## src/rtl/bf16_to_bcd.sv

```systemverilog
// Converts a bf16 value to 5 integer + 2 fraction BCD digits via sequential double-dabble.
// Define BF16_SIGNED_EN to pass negative operands through with a sign output.
module bf16_to_bcd (
  input  logic        clk,
  input  logic        rst,
  input  logic        start,
  input  logic [15:0] bf16,
  input  logic        err_in,
  output logic [19:0] int_bcd,
  output logic [7:0]  frac_bcd,
  output logic        sign,
  output logic        overflow,
  output logic        error,
  output logic        done
);

  typedef enum logic [2:0] {IDLE, UNPACK, SCALE, DINT, DFRAC, DONE} state_t;
  typedef enum logic [1:0] {C_NORM, C_ZERO, C_OVF, C_ERR} cls_t;

  state_t      state;
  cls_t        cls;
  cls_t        cls_next;
  logic [15:0] op;
  logic        op_err;
  logic [4:0]  cnt;
  logic [15:0] bin;
  logic [19:0] bcd_int;
  logic [6:0]  fbin;
  logic [7:0]  bcd_frac;

  logic [7:0]  ex;
  logic [6:0]  mant;
  logic        neg;
  logic [23:0] mant24;
  logic [23:0] fix;
  logic [6:0]  fdec;
  logic [35:0] int_step;
  logic [14:0] frac_step;

  function automatic logic [19:0] adj5(input logic [19:0] d);
    logic [19:0] r;
    r = d;
    for (int i = 0; i < 5; i++)
      if (r[i*4 +: 4] >= 4'd5) r[i*4 +: 4] = r[i*4 +: 4] + 4'd3;
    return r;
  endfunction

  function automatic logic [7:0] adj2(input logic [7:0] d);
    logic [7:0] r;
    r = d;
    for (int i = 0; i < 2; i++)
      if (r[i*4 +: 4] >= 4'd5) r[i*4 +: 4] = r[i*4 +: 4] + 4'd3;
    return r;
  endfunction

  assign ex   = op[14:7];
  assign mant = op[6:0];

`ifdef BF16_SIGNED_EN
  assign neg = op[15];
`else
  assign neg = 1'b0;
`endif

  always_comb begin
    cls_next = C_NORM;
    if (op_err || ex == 8'hFF)
      cls_next = C_ERR;
`ifndef BF16_SIGNED_EN
    else if (op[15] && ex != 8'd0)
      cls_next = C_ERR;
`endif
    else if (ex < 8'd119)
      cls_next = C_ZERO;
    else if (ex > 8'd142)
      cls_next = C_OVF;
  end

  // fix holds the value scaled by 256: integer in [23:8], binary fraction in [7:0]
  assign mant24 = {16'd0, 1'b1, mant};
  always_comb begin
    if (ex >= 8'd126)
      fix = mant24 << (ex - 8'd126);
    else
      fix = mant24 >> (8'd126 - ex);
  end

  assign fdec      = 7'(({7'd0, fix[7:0]} * 15'd100) >> 8);
  assign int_step  = {adj5(bcd_int), bin} << 1;
  assign frac_step = {adj2(bcd_frac), fbin} << 1;

  always_ff @(posedge clk or posedge rst) begin
    if (rst) begin
      state    <= IDLE;
      cls      <= C_NORM;
      op       <= 16'd0;
      op_err   <= 1'b0;
      cnt      <= 5'd0;
      bin      <= 16'd0;
      bcd_int  <= 20'd0;
      fbin     <= 7'd0;
      bcd_frac <= 8'd0;
      int_bcd  <= 20'd0;
      frac_bcd <= 8'd0;
      sign     <= 1'b0;
      overflow <= 1'b0;
      error    <= 1'b0;
      done     <= 1'b0;
    end else begin
      case (state)
        IDLE: begin
          if (start) begin
            op     <= bf16;
            op_err <= err_in;
            state  <= UNPACK;
          end
        end
        UNPACK: begin
          cls   <= cls_next;
          state <= SCALE;
        end
        SCALE: begin
          case (cls)
            C_NORM: begin
              bin      <= fix[23:8];
              fbin     <= fdec;
              bcd_int  <= 20'd0;
              bcd_frac <= 8'd0;
              cnt      <= 5'd0;
              state    <= DINT;
            end
            C_ERR: begin
              int_bcd  <= 20'd0;
              frac_bcd <= 8'd0;
              sign     <= 1'b0;
              overflow <= 1'b0;
              error    <= 1'b1;
              done     <= 1'b1;
              state    <= DONE;
            end
            C_ZERO: begin
              int_bcd  <= 20'd0;
              frac_bcd <= 8'd0;
              sign     <= 1'b0;
              overflow <= 1'b0;
              error    <= 1'b0;
              done     <= 1'b1;
              state    <= DONE;
            end
            default: begin
              int_bcd  <= 20'h99999;
              frac_bcd <= 8'h99;
              sign     <= neg;
              overflow <= 1'b1;
              error    <= 1'b0;
              done     <= 1'b1;
              state    <= DONE;
            end
          endcase
        end
        DINT: begin
          {bcd_int, bin} <= int_step;
          if (cnt == 5'd15) begin
            cnt   <= 5'd0;
            state <= DFRAC;
          end else begin
            cnt <= cnt + 5'd1;
          end
        end
        DFRAC: begin
          {bcd_frac, fbin} <= frac_step;
          if (cnt == 5'd6) begin
            // publish every output on the same edge so no partial result is seen
            cnt      <= 5'd0;
            int_bcd  <= bcd_int;
            frac_bcd <= frac_step[14:7];
            sign     <= neg;
            overflow <= 1'b0;
            error    <= 1'b0;
            done     <= 1'b1;
            state    <= DONE;
          end else begin
            cnt <= cnt + 5'd1;
          end
        end
        DONE: begin
          if (!start) begin
            done  <= 1'b0;
            state <= IDLE;
          end
        end
        default: state <= IDLE;
      endcase
    end
  end

endmodule
```

## config.mk

```make
export PLATFORM = sky130hd
export DESIGN_NAME = bf16_to_bcd
export DESIGN_NICKNAME = d
export VERILOG_FILES = /design/src/rtl/bf16_to_bcd.sv
export SDC_FILE = /design/constraint.sdc
export NUM_CORES = 1
export LEC_CHECK = 0
export CAP_MARGIN = 10
export CORE_MARGIN = 8
export CORE_UTILIZATION = 33
export CTS_BUF_LIST = sky130_fd_sc_hd__clkbuf_2
export CTS_CLUSTER_SIZE = 25
export DETAILED_ROUTE_END_ITERATION = 10
export PLACE_DENSITY = 0.47
export SYNTH_ARGS = -nofsm -noshare
export SYNTH_HDL_FRONTEND = slang
export SYNTH_SLANG_ARGS = --single-unit
export TNS_END_PERCENT = 50
```

## constraint.sdc

```tcl
create_clock -name clk -period 5.6 [get_ports clk]
set_input_delay 1.68 -clock clk [delete_from_list [all_inputs] [get_ports clk]]
set_output_delay 1.68 -clock clk [all_outputs]
set_load 0.01 [all_outputs]
```

==> flow_metrics.tcl <==
set metrics [dict create \
    detailed_place_hpwl_um 12160 \
    synth-seq-area-share_pct 40.01 \
    kind_of_launch_point_of_the_worst_setup_path "flip-flop" \
    number_of_storage_elements_in_the_synthesis_netlist 109 \
    totalWireLength_um 16760 \
    height_of_the_die_um 159.7 \
    grt_use_total_pct 13.39 \
    cts.sinks 109 \
    syn-instance-count 726 \
    vias 5399 \
    ctsHoldBuffers 0 \
    cellPowerDensity_mw_per_mm2 445.1 \
    avgRoutedWirePerCell_um 16.18 \
    core_mm2 0.02023 \
    final_max_slew_viol_count 0 \
    final.period_utilization_pct 94.00 \
    peakVddDrop_v 0.0002081 \
    finalWorstPathRequiredPeriod_ns 5.264 \
    layout_area_growth_over_synthesis_pct 12.83 \
    final-setup-viol-count 0 \
    status "finished, final reports clean" \
    holdCritPathClass "reg -> reg" \
    grt_setup_unrepaired "no" \
    post-synth-top-area-cell "sky130_fd_sc_hd__dfrtp_1" \
    cts_made_buffers 9 \
    yosysTopAreaCellShare_pct 40.01 \
    synth-async-reset-ratio_pct 100.0 \
    max_freq_mhz 190.0 \
    cellLeakagePower_nw 3.448 \
    critPathKind "reg -> reg" \
    antenna_found_initial 1 \
    io_pins 52 \
    finalHoldViolCount 0 \
    cts_setup_buffers 0 \
    detail_route.iter0.violations 251 \
    worst-endpoint-required_ns 6.19 \
    cts_resized 0 \
    power_spent_charging_and_discharging_nets_mw 1.597 \
    tritoncts "done" \
    cap_viol_max_count 0 \
    gp_congestion 0.8631 \
    post_drt_via_cell_ratio 5.211 \
    synthesis.nets 797 \
    placementRows 52 \
    min_delay_path_depth 2 \
    power_frac_comb_pct 53.1 \
    initial_utilization_pct 33.69 \
    cp-end-kind "flip-flop" \
    report.power.total_mw 3.424 \
    critical_path_arrival_ns 5.86 \
    power_report.internal_total_mw 1.827 \
    grt_start_max_net_pins 80 \
    clockBufferDepth 2 \
    slew-limit-headroom_pct 32.53 \
    wire_length_of_the_first_global_routing_pass_um 28480 \
    fillCellCount 2023 \
    seq_power_share_pct 36.4 \
    drtPass1Iterations 4 \
    worst_r2r_path_depth 16 \
    yosys-top-cells-area "sky130_fd_sc_hd__dfrtp_1 40%, sky130_fd_sc_hd__ha_1 9.0%, sky130_fd_sc_hd__o21ai_0 3.8%, sky130_fd_sc_hd__nand2_1 3.6%, sky130_fd_sc_hd__nor2_1 3.5%" \
    finish.net_count 831 \
    setup_total_negative_slack_ns 0 \
    drc_errors 0 \
    average_size_of_a_mapped_cell_um2 9.391 \
    die_w_um 159.7 \
    cts_max_level 3 \
    power_frac_clock_pct 10.5 \
    number_of_port_buffers 50 \
    ys_dominant_reg_cell "sky130_fd_sc_hd__dfrtp_1" \
    layout-drive-gt1-share_pct 9.673 \
    total_global_routing_overflow 0 \
    cts.reportedPaths.clkPinSlew_ns 0.31 \
    grt_pass1_vias 5471 \
    synth_cell_type_count 72 \
    die_area_mm2 0.02552 \
    netSwitchingFraction_pct 46.63 \
    synth-edff-count 0 \
    syn-cell-area_mm2 0.006818 \
    cts-root-buf "sky130_fd_sc_hd__clkbuf_2" \
    ys.warnings.count 0 \
    antenna_left 0 \
    finClkSkew_ns 0.03671 \
    worst_slew_pin_slew_ns 1.008 \
    clkLatencyLatePin_ns 0.64 \
    critical_path_peak_fanout 9 \
]
-- flip-flops by register name, indices dropped and copies added, names as in the netlist --
register  flops
bcd_int      20
int_bcd      20
bin          16
op           16
bcd_frac      8
frac_bcd      8
fbin          7
cnt           5
state         3
cls           2
done          1
error         1
op_err        1
overflow      1
-- synthesized netlist by cell type, drive strengths merged, types with 3 or more instances --
cell type / count
o21a: 3
a21o: 9
xnor2: 11
mux2: 22
or3: 6
clkbuf: 23
a22oi: 8
a21oi: 45
nor2b: 8
and3: 3
nor3b: 5
ha: 49
nand3: 25
xor2: 12
a32o: 5
a31oi: 7
or2: 3
dfrtp: 109
and2: 5
nand2: 65
inv: 32
mux2i: 14
a221o: 12
a221oi: 3
nand2b: 14
nor2: 64
o21ai: 59
nor3: 18
o31ai: 16
a22o: 11
o22ai: 8
buf: 18
-- worst paths after layout --
path	to	startpoint	slack [ns]
max	fbin[5]$_DFFE_PP0P_	op[8]$_DFFE_PP0P_	0.34
min	overflow$_DFFE_PP0P_	overflow$_DFFE_PP0P_	0.52
max reg2reg	fbin[5]$_DFFE_PP0P_	op[8]$_DFFE_PP0P_	0.34
min reg2reg	overflow$_DFFE_PP0P_	overflow$_DFFE_PP0P_	0.52
max in group asynchronous	op[7]$_DFFE_PP0P_	rst	3.19
min in group asynchronous	int_bcd[19]$_DFFE_PP0P_	rst	1.57
-- power by group through the flow --
stage	Clock [mW]	Sequential (mW)	Combinational, mW
4_1_cts	0.385	1.25	1.83
6_report	0.359	1.25	1.82
2_1_floorplan	0	1.18	1.36
3_3_place_gp	0	1.25	1.80
5_1_grt	0.415	1.29	2.03
3_5_place_dp	0	1.26	1.82
-- per-layer routing --
metal,track usage (%),wire (µm),up-vias
met5,0,0,-
met2,22.15,7895,111
li1,-,-,2675
met4,2.916,157,0
met1,17.52,8092,2600
met3,3.033,617,13
-- cells by family after synthesis --
family	count (synthesis)	synth area share, %
compound gates	207	20.96
xor+xnor	23	3.065
fa+ha+maj	51	9.580
buf+inv	74	4.643
flops	109	40.01
mux	37	6.019
other cells	1	0.05500
simple gates	224	15.67
-- area by class of cell --
| type | instances | area, µm² | area share (%) |
|---|---|---|---|
| diodes | 1 | 2.502 | 0.03253 |
| clock buffers | 10 | 50.05 | 0.6506 |
| multi-input cells | 543 | 3787 | 49.24 |
| repair buffers | 64 | 605.6 | 7.872 |
| clock inverters | 6 | 55.05 | 0.7157 |
| inverters | 33 | 126.4 | 1.643 |
| flip-flops and latches | 109 | 2728 | 35.46 |
| well taps | 270 | 337.8 | 4.392 |
-- worst max-delay path, stage by stage (launching register included) --
cell	delay, ns
sky130_fd_sc_hd__dfrtp_1	0.57
sky130_fd_sc_hd__ha_1	0.42
sky130_fd_sc_hd__xnor2_1	0.11
sky130_fd_sc_hd__or4b_4	0.57
sky130_fd_sc_hd__and2_1	0.24
sky130_fd_sc_hd__or2_1	0.27
sky130_fd_sc_hd__o22ai_1	0.25
sky130_fd_sc_hd__ha_1	0.29
sky130_fd_sc_hd__ha_1	0.32
sky130_fd_sc_hd__fa_1	0.47
sky130_fd_sc_hd__ha_1	0.36
sky130_fd_sc_hd__a21o_1	0.19
sky130_fd_sc_hd__a21o_1	0.19
sky130_fd_sc_hd__or3_1	0.33
sky130_fd_sc_hd__o211a_1	0.24
sky130_fd_sc_hd__mux2_1	0.31
sky130_fd_sc_hd__o21ai_1	0.11
-- metrics by stage --
step	worst slack (ns)	cell area (µm²)	hold WS, ns	utilization, %	instances
after floorplan	0.6565	6818	0.4499	-	726
after global placement	0.4665	7585	0.4652	37.48	1019
after detailed placement	0.3665	7585	0.4719	37.48	1019
after CTS	0.3112	7690	0.5320	38.00	1035
after global routing	0.03254	7692	0.5591	38.02	1036
final	0.3362	7692	0.5228	38.02	1036
-- cell usage in the layout (no fill, tap or decap), types with 14 or more instances in the layout --
master,instances
sky130_fd_sc_hd__nor3_1,17
sky130_fd_sc_hd__a21oi_1,44
sky130_fd_sc_hd__nand2b_1,14
sky130_fd_sc_hd__inv_1,31
sky130_fd_sc_hd__mux2i_1,14
sky130_fd_sc_hd__nor2_1,64
sky130_fd_sc_hd__dfrtp_1,109
sky130_fd_sc_hd__mux2_2,21
sky130_fd_sc_hd__nand2_1,64
sky130_fd_sc_hd__clkdlybuf4s50_1,50
sky130_fd_sc_hd__ha_1,49
sky130_fd_sc_hd__buf_4,14
sky130_fd_sc_hd__nand3_1,23
sky130_fd_sc_hd__o21ai_0,52
sky130_fd_sc_hd__o31ai_1,16
No activity file was read; power rests on OpenSTA's default activity.
